[config.mk]
export PLATFORM = sky130hd
export DESIGN_NAME = game_sequencer
export DESIGN_NICKNAME = d
export VERILOG_FILES = /design/src/rtl/snake_pkg.sv /design/src/rtl/game_sequencer_tick_edge.sv /design/src/rtl/game_sequencer.sv
export SDC_FILE = /design/constraint.sdc
export NUM_CORES = 1
export LEC_CHECK = 0
export CAP_MARGIN = 40
export CELL_PAD_IN_SITES_DETAIL_PLACEMENT = 0
export CELL_PAD_IN_SITES_GLOBAL_PLACEMENT = 1
export CORE_ASPECT_RATIO = 1.75
export CORE_MARGIN = 4
export CORE_UTILIZATION = 39
export CTS_CLUSTER_SIZE = 28
export DETAILED_ROUTE_END_ITERATION = 8
export HOLD_SLACK_MARGIN = 0.03
export PLACE_DENSITY_LB_ADDON = 0.1
export SLEW_MARGIN = 20
export SYNTH_ARGS = -nofsm -noshare
export SYNTH_HDL_FRONTEND = slang
export SYNTH_SLANG_ARGS = --single-unit
[constraint.sdc]
create_clock -name clk -period 2.55 [get_ports clk]
set_clock_uncertainty 0.05 [all_clocks]
set_input_delay 0.6375 -clock clk [delete_from_list [all_inputs] [get_ports clk]]
set_output_delay 0.6375 -clock clk [all_outputs]
set_load 0.1 [all_outputs]
[src/rtl/snake_pkg.sv]
// Shared types and default timing constants for the snake game controller.
// game_sequencer and the draw block both consume game_mode_t.
package snake_pkg;

    typedef enum logic [1:0] {
        MENU,
        COUNTDOWN,
        GAME,
        RESULT
    } game_mode_t;

    typedef enum logic [2:0] {
        NONE,
        WON,
        LOST,
        DRAW,
        ERROR
    } result_t;

    typedef enum logic [2:0] {
        S_MENU,
        S_SYNC,
        S_COUNTDOWN,
        S_RUN,
        S_RESULT
    } seq_state_t;

    localparam int DEF_COUNTDOWN_TICKS    = 3;
    localparam int DEF_RESULT_TICKS       = 20;
    localparam int DEF_SYNC_TIMEOUT_TICKS = 50;
    localparam int DEF_CNT_W              = 6;

    // Clamp a remaining-tick count into the 2-bit countdown display range.
    function automatic logic [1:0] sat2(input int v);
        logic [1:0] r;
        if (v <= 0) begin
            r = 2'd0;
        end else if (v >= 3) begin
            r = 2'd3;
        end else begin
            r = v[1:0];
        end
        return r;
    endfunction

endpackage

[src/rtl/game_sequencer_tick_edge.sv]
// Rising-edge detector on the divided game tick plus the per-state tick counter.
// hit fires on the tick_p that brings the counter up to limit.
module tick_edge
    import snake_pkg::*;
#(
    parameter int CNT_W = DEF_CNT_W
) (
    input  logic             clk,
    input  logic             rst,
    input  logic             tick_in,
    input  logic             clr,
    input  logic [CNT_W-1:0] limit,
    output logic             tick_p,
    output logic [CNT_W-1:0] count,
    output logic             hit
);

    localparam logic [CNT_W-1:0] ONE = CNT_W'(1);

    logic tick_q;

    always_ff @(posedge clk) begin
        if (rst) begin
            tick_q <= 1'b0;
        end else begin
            tick_q <= tick_in;
        end
    end

    assign tick_p = tick_in & ~tick_q;

    always_ff @(posedge clk) begin
        if (rst || clr) begin
            count <= '0;
        end else if (tick_p) begin
            count <= count + ONE;
        end
    end

    assign hit = tick_p && ((count + ONE) == limit);

endmodule

[src/rtl/game_sequencer.sv]
// Match sequencer: menu, peer handshake, countdown, running game, result screen.
//   state       | meaning
//   S_MENU      | idle, waiting for a start click
//   S_SYNC      | local side ready, waiting for the peer (with timeout)
//   S_COUNTDOWN | map loaded, counting down to play
//   S_RUN       | game running, one move per tick
//   S_RESULT    | outcome shown for a fixed number of ticks
module game_sequencer
    import snake_pkg::*;
#(
    parameter int COUNTDOWN_TICKS    = DEF_COUNTDOWN_TICKS,
    parameter int RESULT_TICKS       = DEF_RESULT_TICKS,
    parameter int SYNC_TIMEOUT_TICKS = DEF_SYNC_TIMEOUT_TICKS,
    parameter int CNT_W              = DEF_CNT_W
) (
    input  logic       clk,
    input  logic       rst,
    input  logic       tick_in,
    input  logic       start,
    input  logic       peer_ready,
    input  logic       com_err,
    input  logic       won,
    input  logic       lost,
    input  logic       draw_in,
    output game_mode_t mode,
    output logic       move_en,
    output logic       map_init,
    output logic       local_ready,
    output logic [1:0] countdown,
    output result_t    result
);

    seq_state_t       state;
    seq_state_t       state_next;
    result_t          result_next;
    logic             move_en_next;
    logic             map_init_next;
    logic             sample_q;
    logic             tick_p;
    logic             hit;
    logic             cnt_clr;
    logic [CNT_W-1:0] count;
    logic [CNT_W-1:0] limit;

    always_comb begin
        limit = '0;
        case (state)
            S_SYNC:      limit = CNT_W'(SYNC_TIMEOUT_TICKS);
            S_COUNTDOWN: limit = CNT_W'(COUNTDOWN_TICKS);
            S_RESULT:    limit = CNT_W'(RESULT_TICKS);
            default:     limit = '0;
        endcase
    end

    // MENU and RUN never use the counter, so hold it at zero there.
    assign cnt_clr = (state_next != state) || (state == S_MENU) || (state == S_RUN);

    tick_edge #(
        .CNT_W (CNT_W)
    ) u_tick_edge (
        .clk     (clk),
        .rst     (rst),
        .tick_in (tick_in),
        .clr     (cnt_clr),
        .limit   (limit),
        .tick_p  (tick_p),
        .count   (count),
        .hit     (hit)
    );

    always_comb begin
        state_next    = state;
        result_next   = result;
        map_init_next = 1'b0;
        move_en_next  = 1'b0;
        case (state)
            S_MENU: begin
                if (start) begin
                    state_next = S_SYNC;
                end
            end
            S_SYNC: begin
                if (peer_ready) begin
                    state_next    = S_COUNTDOWN;
                    map_init_next = 1'b1;
                    result_next   = NONE;
                end else if (hit) begin
                    state_next  = S_MENU;
                    result_next = NONE;
                end
            end
            S_COUNTDOWN: begin
                if (!peer_ready) begin
                    state_next  = S_MENU;
                    result_next = ERROR;
                end else if (hit) begin
                    state_next = S_RUN;
                end
            end
            S_RUN: begin
                // Link loss outranks a collision result from the same cycle.
                if (com_err || !peer_ready) begin
                    state_next  = S_RESULT;
                    result_next = ERROR;
                end else if (sample_q && (draw_in || (won && lost))) begin
                    state_next  = S_RESULT;
                    result_next = DRAW;
                end else if (sample_q && won) begin
                    state_next  = S_RESULT;
                    result_next = WON;
                end else if (sample_q && lost) begin
                    state_next  = S_RESULT;
                    result_next = LOST;
                end
            end
            S_RESULT: begin
                if (hit) begin
                    state_next = S_MENU;
                end
            end
            default: begin
                state_next = S_MENU;
            end
        endcase
        move_en_next = (state == S_RUN) && (state_next == S_RUN) && tick_p;
    end

    // sample_q marks the cycle after a move, when won/lost/draw_in describe that step.
    always_ff @(posedge clk) begin
        if (rst) begin
            state    <= S_MENU;
            result   <= NONE;
            move_en  <= 1'b0;
            map_init <= 1'b0;
            sample_q <= 1'b0;
        end else begin
            state    <= state_next;
            result   <= result_next;
            move_en  <= move_en_next;
            map_init <= map_init_next;
            sample_q <= move_en;
        end
    end

    always_comb begin
        mode        = MENU;
        local_ready = 1'b0;
        countdown   = 2'd0;
        case (state)
            S_MENU: begin
                mode = MENU;
            end
            S_SYNC: begin
                mode        = MENU;
                local_ready = 1'b1;
            end
            S_COUNTDOWN: begin
                mode        = COUNTDOWN;
                local_ready = 1'b1;
                countdown   = sat2(COUNTDOWN_TICKS - int'(count));
            end
            S_RUN: begin
                mode        = GAME;
                local_ready = 1'b1;
            end
            S_RESULT: begin
                mode = RESULT;
            end
            default: begin
                mode = MENU;
            end
        endcase
    end

endmodule
==> out/metrics.cfg, run 1 <==
[place]
buffer_ports.inserted=18
place_hpwl_um=2560
place_congestion=0.834

[synth]
synth_enable_flop_cells=0
async_set_or_reset_register_ratio_after_synthesis=0
syn_area_um2=1190
postSynthNetCount=160
synth-warning-count=0
synth_seq_cells=16
ys_dominant_reg_cell=sky130_fd_sc_hd__dfxtp_1
synth.avg_cell_area_um2=8.12
syn-instance-count=147
yosys.cell_types.count=44
sequential_share_of_the_synthesized_area=0.268

[floorplanning]
initial_core_utilization=0.408
io_pins=19
core-area_um2=2930
fp.dieArea_um2=4040
die_width_um=49.8
die_h_um=81.2
core.rowCount=26

[power_and_ir_drop]
power.switching_mw=0.244
power_per_cell_area_nw_per_um2=462
irDropWorstVdd_mv=0.230
pwr-share-clk=0.316
power.share.switching=0.333
power_mw=0.733
p_seq_frac=0.366
power.share.combinational=0.318
p_leak_nw=0.626
internal-power_mw=0.489

[clock_tree]
source_to_sink_clock_delay_at_the_later_pin_of_the_worst_skew_pair_ps=250
numCtsBuffers=3
clock_tree_from_tritoncts=done
clock_sink_count=16
cts_root_buf=sky130_fd_sc_hd__clkbuf_8
cts.path.max_buffers=2
cts.htree.levels=1
clkSlewWorstSetupHoldPaths_ps=70

[global_routing]
grt.total_usage=0.174
grt_pass1_wl_um=5420
globalRouteOverflowTotal=0
grt_antenna_before_repair=0
vias_in_the_first_global_route=1184
grt_start_max_net_pins=13

[finish]
layout-area-overhead-vs-synth_pct=33.0
final_nets=187
most-common-layout-cells=sky130_fd_sc_hd__buf_4, sky130_fd_sc_hd__dfxtp_1, sky130_fd_sc_hd__nor2_1
mostFrequentLayoutCell=sky130_fd_sc_hd__buf_4
layout-drive-gt1-share=0.266
antenna-diode-count=0

[outcome]
run_status=complete, no violations

[sta]
hold_viol=0
worstMarginPinSlew_ps=396
fin_setup_tns_ps=0
drv_slew=0
setup_viol=0
finalWorstPathRequiredPeriod_ps=2460
period_share=0.965
max-slew-margin-rel=0.729
max_freq_ghz=0.406
hold_slack_ps=415

[detailed_routing]
detail_route_antenna_nets=0
initialDrtViolationCount=21
drc_errors=0
routed-via-count=1164
routedWlPerCell_um=16.0
route.final.wire_length_um=3220
routed_via_density=5.79
firstDrtPassIters=4

[setup_path]
timing_worst_setup_path_type=register to output port
end_kind=output port
critPathRequiredTime_ps=1860
timing.critical_path.fanout_max=7
critPathLaunchType=register
timing.critical_path.arrival_ps=1770
worst_reg_to_reg_setup_slack_ps=210

[flow_run]
max_cap_viol_count=0

[hold_path]
timing.hold.worst.class=register to register

==> path summary, 6_finish.rpt <==
path | startpoint | to | cells after the start
worst max register to register | u_tick_edge.count[0]$_SDFFE_PP0P_ | result[2]$_SDFFE_PP0P_ | 9
worst max-delay path | u_tick_edge.count[2]$_SDFFE_PP0P_ | countdown[0] | 7
worst min register to register | move_en$_SDFF_PP0_ | sample_q$_SDFF_PP0_ | 1
worst min-delay path | move_en$_SDFF_PP0_ | sample_q$_SDFF_PP0_ | 1
==> registers in the layout, summed over array words and instances (netlist names) <==
register,count
sample_q,1
u_tick_edge.tick_q,1
state,3
u_tick_edge.count,6
map_init,1
result,3
move_en,1
==> through the flow <==
| stage | setup WS [ps] | utilization | cell area [µm²] | std cells |
|---|---|---|---|---|
| floorplan | -570 | - | 1200 | 147 |
| global placement | 93.2 | 0.511 | 1500 | 196 |
| detailed placement | 29.6 | 0.511 | 1500 | 196 |
| CTS | 40.9 | 0.532 | 1560 | 200 |
| global route | -30.2 | 0.542 | 1590 | 201 |
| finish | 89.2 | 0.542 | 1590 | 201 |
==> Yosys cell counts (5+ instances only) <==
master / n / area, µm²
sky130_fd_sc_hd__nor3b_1: 5 / 37.5
sky130_fd_sc_hd__clkbuf_1: 6 / 22.5
sky130_fd_sc_hd__xor2_1: 5 / 43.8
sky130_fd_sc_hd__xnor2_1: 7 / 61.3
sky130_fd_sc_hd__nand2b_1: 5 / 31.3
sky130_fd_sc_hd__inv_1: 6 / 22.5
sky130_fd_sc_hd__a21oi_1: 10 / 50.1
sky130_fd_sc_hd__nor3_1: 7 / 35.0
sky130_fd_sc_hd__dfxtp_1: 16 / 320
sky130_fd_sc_hd__nor2_1: 13 / 48.8
sky130_fd_sc_hd__nand2_1: 10 / 37.5
==> area by class of cell <==
class                   instances  area (µm²)
clock buffers                   4        55.1
fillers                       295        1340
inverters                       6        22.5
multi-input cells             114         820
flip-flops and latches         16         325
well taps                      28        35.0
repair buffers                 33         330
==> power by group through the flow <==
stage	logic, mW	clock network (mW)	registers, mW
3_5_place_dp	0.232	0	0.275
2_1_floorplan	0.147	0	0.271
4_1_cts	0.233	0.238	0.269
3_3_place_gp	0.231	0	0.275
6_report	0.233	0.232	0.268
5_1_grt	0.247	0.249	0.270
==> kinds of logic (layout without fill, tap and decap cells) <==
logic type	Yosys count	in the layout	share of synthesized area
AOI/OAI and AO/OA	32	32	0.212
xor gates and xnor gates	12	12	0.0880
adders and majority gates	4	4	0.0419
buffers and inverters	17	43	0.0681
DFF	16	16	0.268
muxes	4	4	0.0335
and+or+nand+nor	62	62	0.288
==> worst max-delay path, cell delays in order (launching register included) <==
cell	delay, ps
sky130_fd_sc_hd__dfxtp_4	380
sky130_fd_sc_hd__inv_1	90
sky130_fd_sc_hd__ha_2	210
sky130_fd_sc_hd__xnor2_2	140
sky130_fd_sc_hd__nor4b_2	290
sky130_fd_sc_hd__buf_4	170
sky130_fd_sc_hd__a21oi_2	70
sky130_fd_sc_hd__buf_12	170
==> what timing repair did <==
action | 4_1_cts | 5_1_grt
resized for setup | 2 | 6
pin swaps | 0 | 1
setup endpoints to repair | 2 | 2
hold buffers | 0 | 0
buffers inserted | 0 | 1
cloned | 0 | 0
==> metal layers <==
metal | part of all wire | global-route usage | routed length (µm)
met5 | 0 | 0 | 0
met3 | 0.044 | 0.0330 | 142
met2 | 0.57 | 0.347 | 1820
met1 | 0.36 | 0.170 | 1170
met4 | 0.025 | 0.0665 | 82
(Power assumes the default switching activity.)
==> run 2: changes to the inputs <==
--- a/config.mk
+++ b/config.mk
@@ -9,7 +9,7 @@
 export CELL_PAD_IN_SITES_DETAIL_PLACEMENT = 0
 export CELL_PAD_IN_SITES_GLOBAL_PLACEMENT = 1
 export CORE_ASPECT_RATIO = 1.75
-export CORE_MARGIN = 4
+export CORE_MARGIN = 2
 export CORE_UTILIZATION = 39
 export CTS_CLUSTER_SIZE = 28
 export DETAILED_ROUTE_END_ITERATION = 8
==> run 2 against run 1 <==
- register-to-register slack worse by 30 ps
- via count down 3.0%
- die area down 13%
- design area down 0.31%
- power up 0.72%
- fmax up 1.9%
- count of clock-buffer cells in the layout unchanged
==> out/metrics.cfg, run 2 (synthesis results as in run 1) <==
[place]
place_hpwl_um=2470  ; -3.6%
buffer_ports.inserted=18  ; unchanged
place_area_um2=1490  ; -0.50%
place_congestion=0.827  ; -0.83%

[finish]
area_occupied_by_multi_input_gates_um2=828  ; +1.1%
most-common-layout-cells=sky130_fd_sc_hd__buf_4, sky130_fd_sc_hd__nor2_1, sky130_fd_sc_hd__dfxtp_1
layout-drive-gt1-share=0.263  ; -0.00274
antenna-diode-count=0  ; unchanged
layout-area-overhead-vs-synth_pct=32.6
fillers=286  ; -3.1%
sequential_cell_area_um2=327  ; +0.38%
final_nets=185  ; -1.1%
registers.top_by_ff_count=u_tick_edge.count
layout.cell_area.non_filler_um2=1580  ; -0.31%
mostFrequentLayoutCell=sky130_fd_sc_hd__buf_4
largest_regs=u_tick_edge.count (6), result (3), state (3)
largest_register_ffs=6  ; unchanged

[global_routing]
grtUsageMet2=0.370  ; +0.0229
grtUsageMet1=0.206  ; +0.0367
grt_pass1_wl_um=5280  ; -2.5%
grt_antenna_before_repair=0  ; unchanged
globalRouteOverflowTotal=0  ; unchanged
grt.met3_usage=0.0282  ; -0.00479
vias_in_the_first_global_route=1146  ; -3.2%
grt_start_max_net_pins=14  ; +1
grt.total_usage=0.201  ; +0.0276
global_route.peak_usage_layer=met2

[setup_path]
timing_worst_setup_path_type=register to output port
timing.critical_path.arrival_ps=1730  ; -40 ps
timing.critical_path.fanout_max=7  ; unchanged
critPathLaunchType=register
end_kind=output port
critPathRequiredTime_ps=1860  ; about the same
worst_reg_to_reg_setup_slack_ps=180  ; -30 ps

[clock_tree]
cts.htree.levels=1  ; unchanged
cts_root_buf=sky130_fd_sc_hd__clkbuf_8
numCtsBuffers=3  ; unchanged
postCtsSetupBuffers=0  ; unchanged
clock_tree_from_tritoncts=done
clkSlewWorstSetupHoldPaths_ps=70  ; about the same
clock_sink_count=16  ; unchanged
source_to_sink_clock_delay_at_the_later_pin_of_the_worst_skew_pair_ps=250  ; about the same
cts.path.max_buffers=2  ; unchanged

[floorplanning]
core.rowCount=26  ; unchanged
fp.dieArea_um2=3540  ; -13%
die_width_um=45.8  ; -8.0%
die_h_um=77.2  ; -4.9%
initial_core_utilization=0.408  ; unchanged
core-area_um2=2930  ; unchanged
io_pins=19  ; unchanged

[outcome]
run_status=complete, no violations

[sta]
period_share=0.947  ; -0.0178
hold_viol=0  ; unchanged
setup_viol=0  ; unchanged
worstMarginPinSlew_ps=448  ; +52.0 ps
finalWorstPathRequiredPeriod_ps=2420  ; -45.3 ps
max-slew-margin-rel=0.701  ; -0.0275
drv_slew=0  ; unchanged
rsz0062_at_grt=no
max_freq_ghz=0.414  ; +1.9%
hold_slack_ps=413  ; -2.57 ps

[detailed_routing]
detail_route_antenna_nets=0  ; unchanged
routedWlPerCell_um=15.7  ; -1.6%
routed-via-count=1129  ; -3.0%
initialDrtViolationCount=17  ; -19%
drc_errors=0  ; unchanged
firstDrtPassIters=4  ; unchanged
route.final.wire_length_um=3130  ; -2.6%
routed_via_density=5.67  ; -2.0%

[hold_path]
timing.hold.worst.class=register to register

[power_and_ir_drop]
p_leak_nw=0.623  ; -0.46%
power_per_cell_area_nw_per_um2=467  ; +1.0%
irDropWorstVdd_mv=0.261  ; +13%

[flow_run]
max_cap_viol_count=0  ; unchanged

run 2: worst paths after layout:
path | start | end | cells after the start
worst min register to register | move_en$_SDFF_PP0_ | sample_q$_SDFF_PP0_ | 1
worst min-delay path | move_en$_SDFF_PP0_ | sample_q$_SDFF_PP0_ | 1
worst max-delay path | u_tick_edge.count[2]$_SDFFE_PP0P_ | countdown[0] | 6
worst max register to register | u_tick_edge.count[0]$_SDFFE_PP0P_ | result[1]$_SDFFE_PP0P_ | 9
run 2: layer usage:
| layer | routed length [µm] | share of wire |
|---|---|---|
| met1 | 1190 | 0.38 |
| met2 | 1780 | 0.57 |
| met3 | 76 | 0.024 |
| met4 | 82 | 0.026 |
| met5 | 0 | 0 |
run 2: what timing repair did:
item	4_1_cts	5_1_grt
hold buffers	0	0
setup endpoints to repair	2	2
pin swaps	0	2
gates resized for setup	1	9
run 2: power breakdown:
| group | switching, mW | leakage (nW) | internal (mW) |
|---|---|---|---|
| Sequential | 0.0140 | 0.131 | 0.255 |
| Combinational | 0.136 | 0.463 | 0.0970 |
| Clock | 0.0997 | 0.0288 | 0.137 |
| Total | 0.249 | 0.623 | 0.489 |
run 2: area by class of cell:
cell class,instances,area share
multi-input cells,114,0.523
flip-flops and latches,16,0.206
repair buffers,31,0.199
clock buffers,4,0.0348
well taps,28,0.0221
inverters,6,0.0142
run 2: stage by stage:
step                      setup WS, ps  total power [mW]  TNS, ps  std cells   util
final                              135             0.738        0        199  0.541
after global routing              36.6             0.767        0        199  0.541
after CTS                         21.7             0.739        0        199  0.529
after detailed placement          41.6             0.506        0        195  0.509
after global placement             103             0.505        0        195  0.509
after floorplan                   -570             0.418    -1360        147      -
run 2: worst max-delay path: stages, from the launching register on:
cell	delay [ps]
sky130_fd_sc_hd__dfxtp_4	380
sky130_fd_sc_hd__inv_1	80
sky130_fd_sc_hd__ha_2	210
sky130_fd_sc_hd__xnor2_2	150
sky130_fd_sc_hd__nor4b_4	340
sky130_fd_sc_hd__a21oi_2	120
sky130_fd_sc_hd__buf_12	180
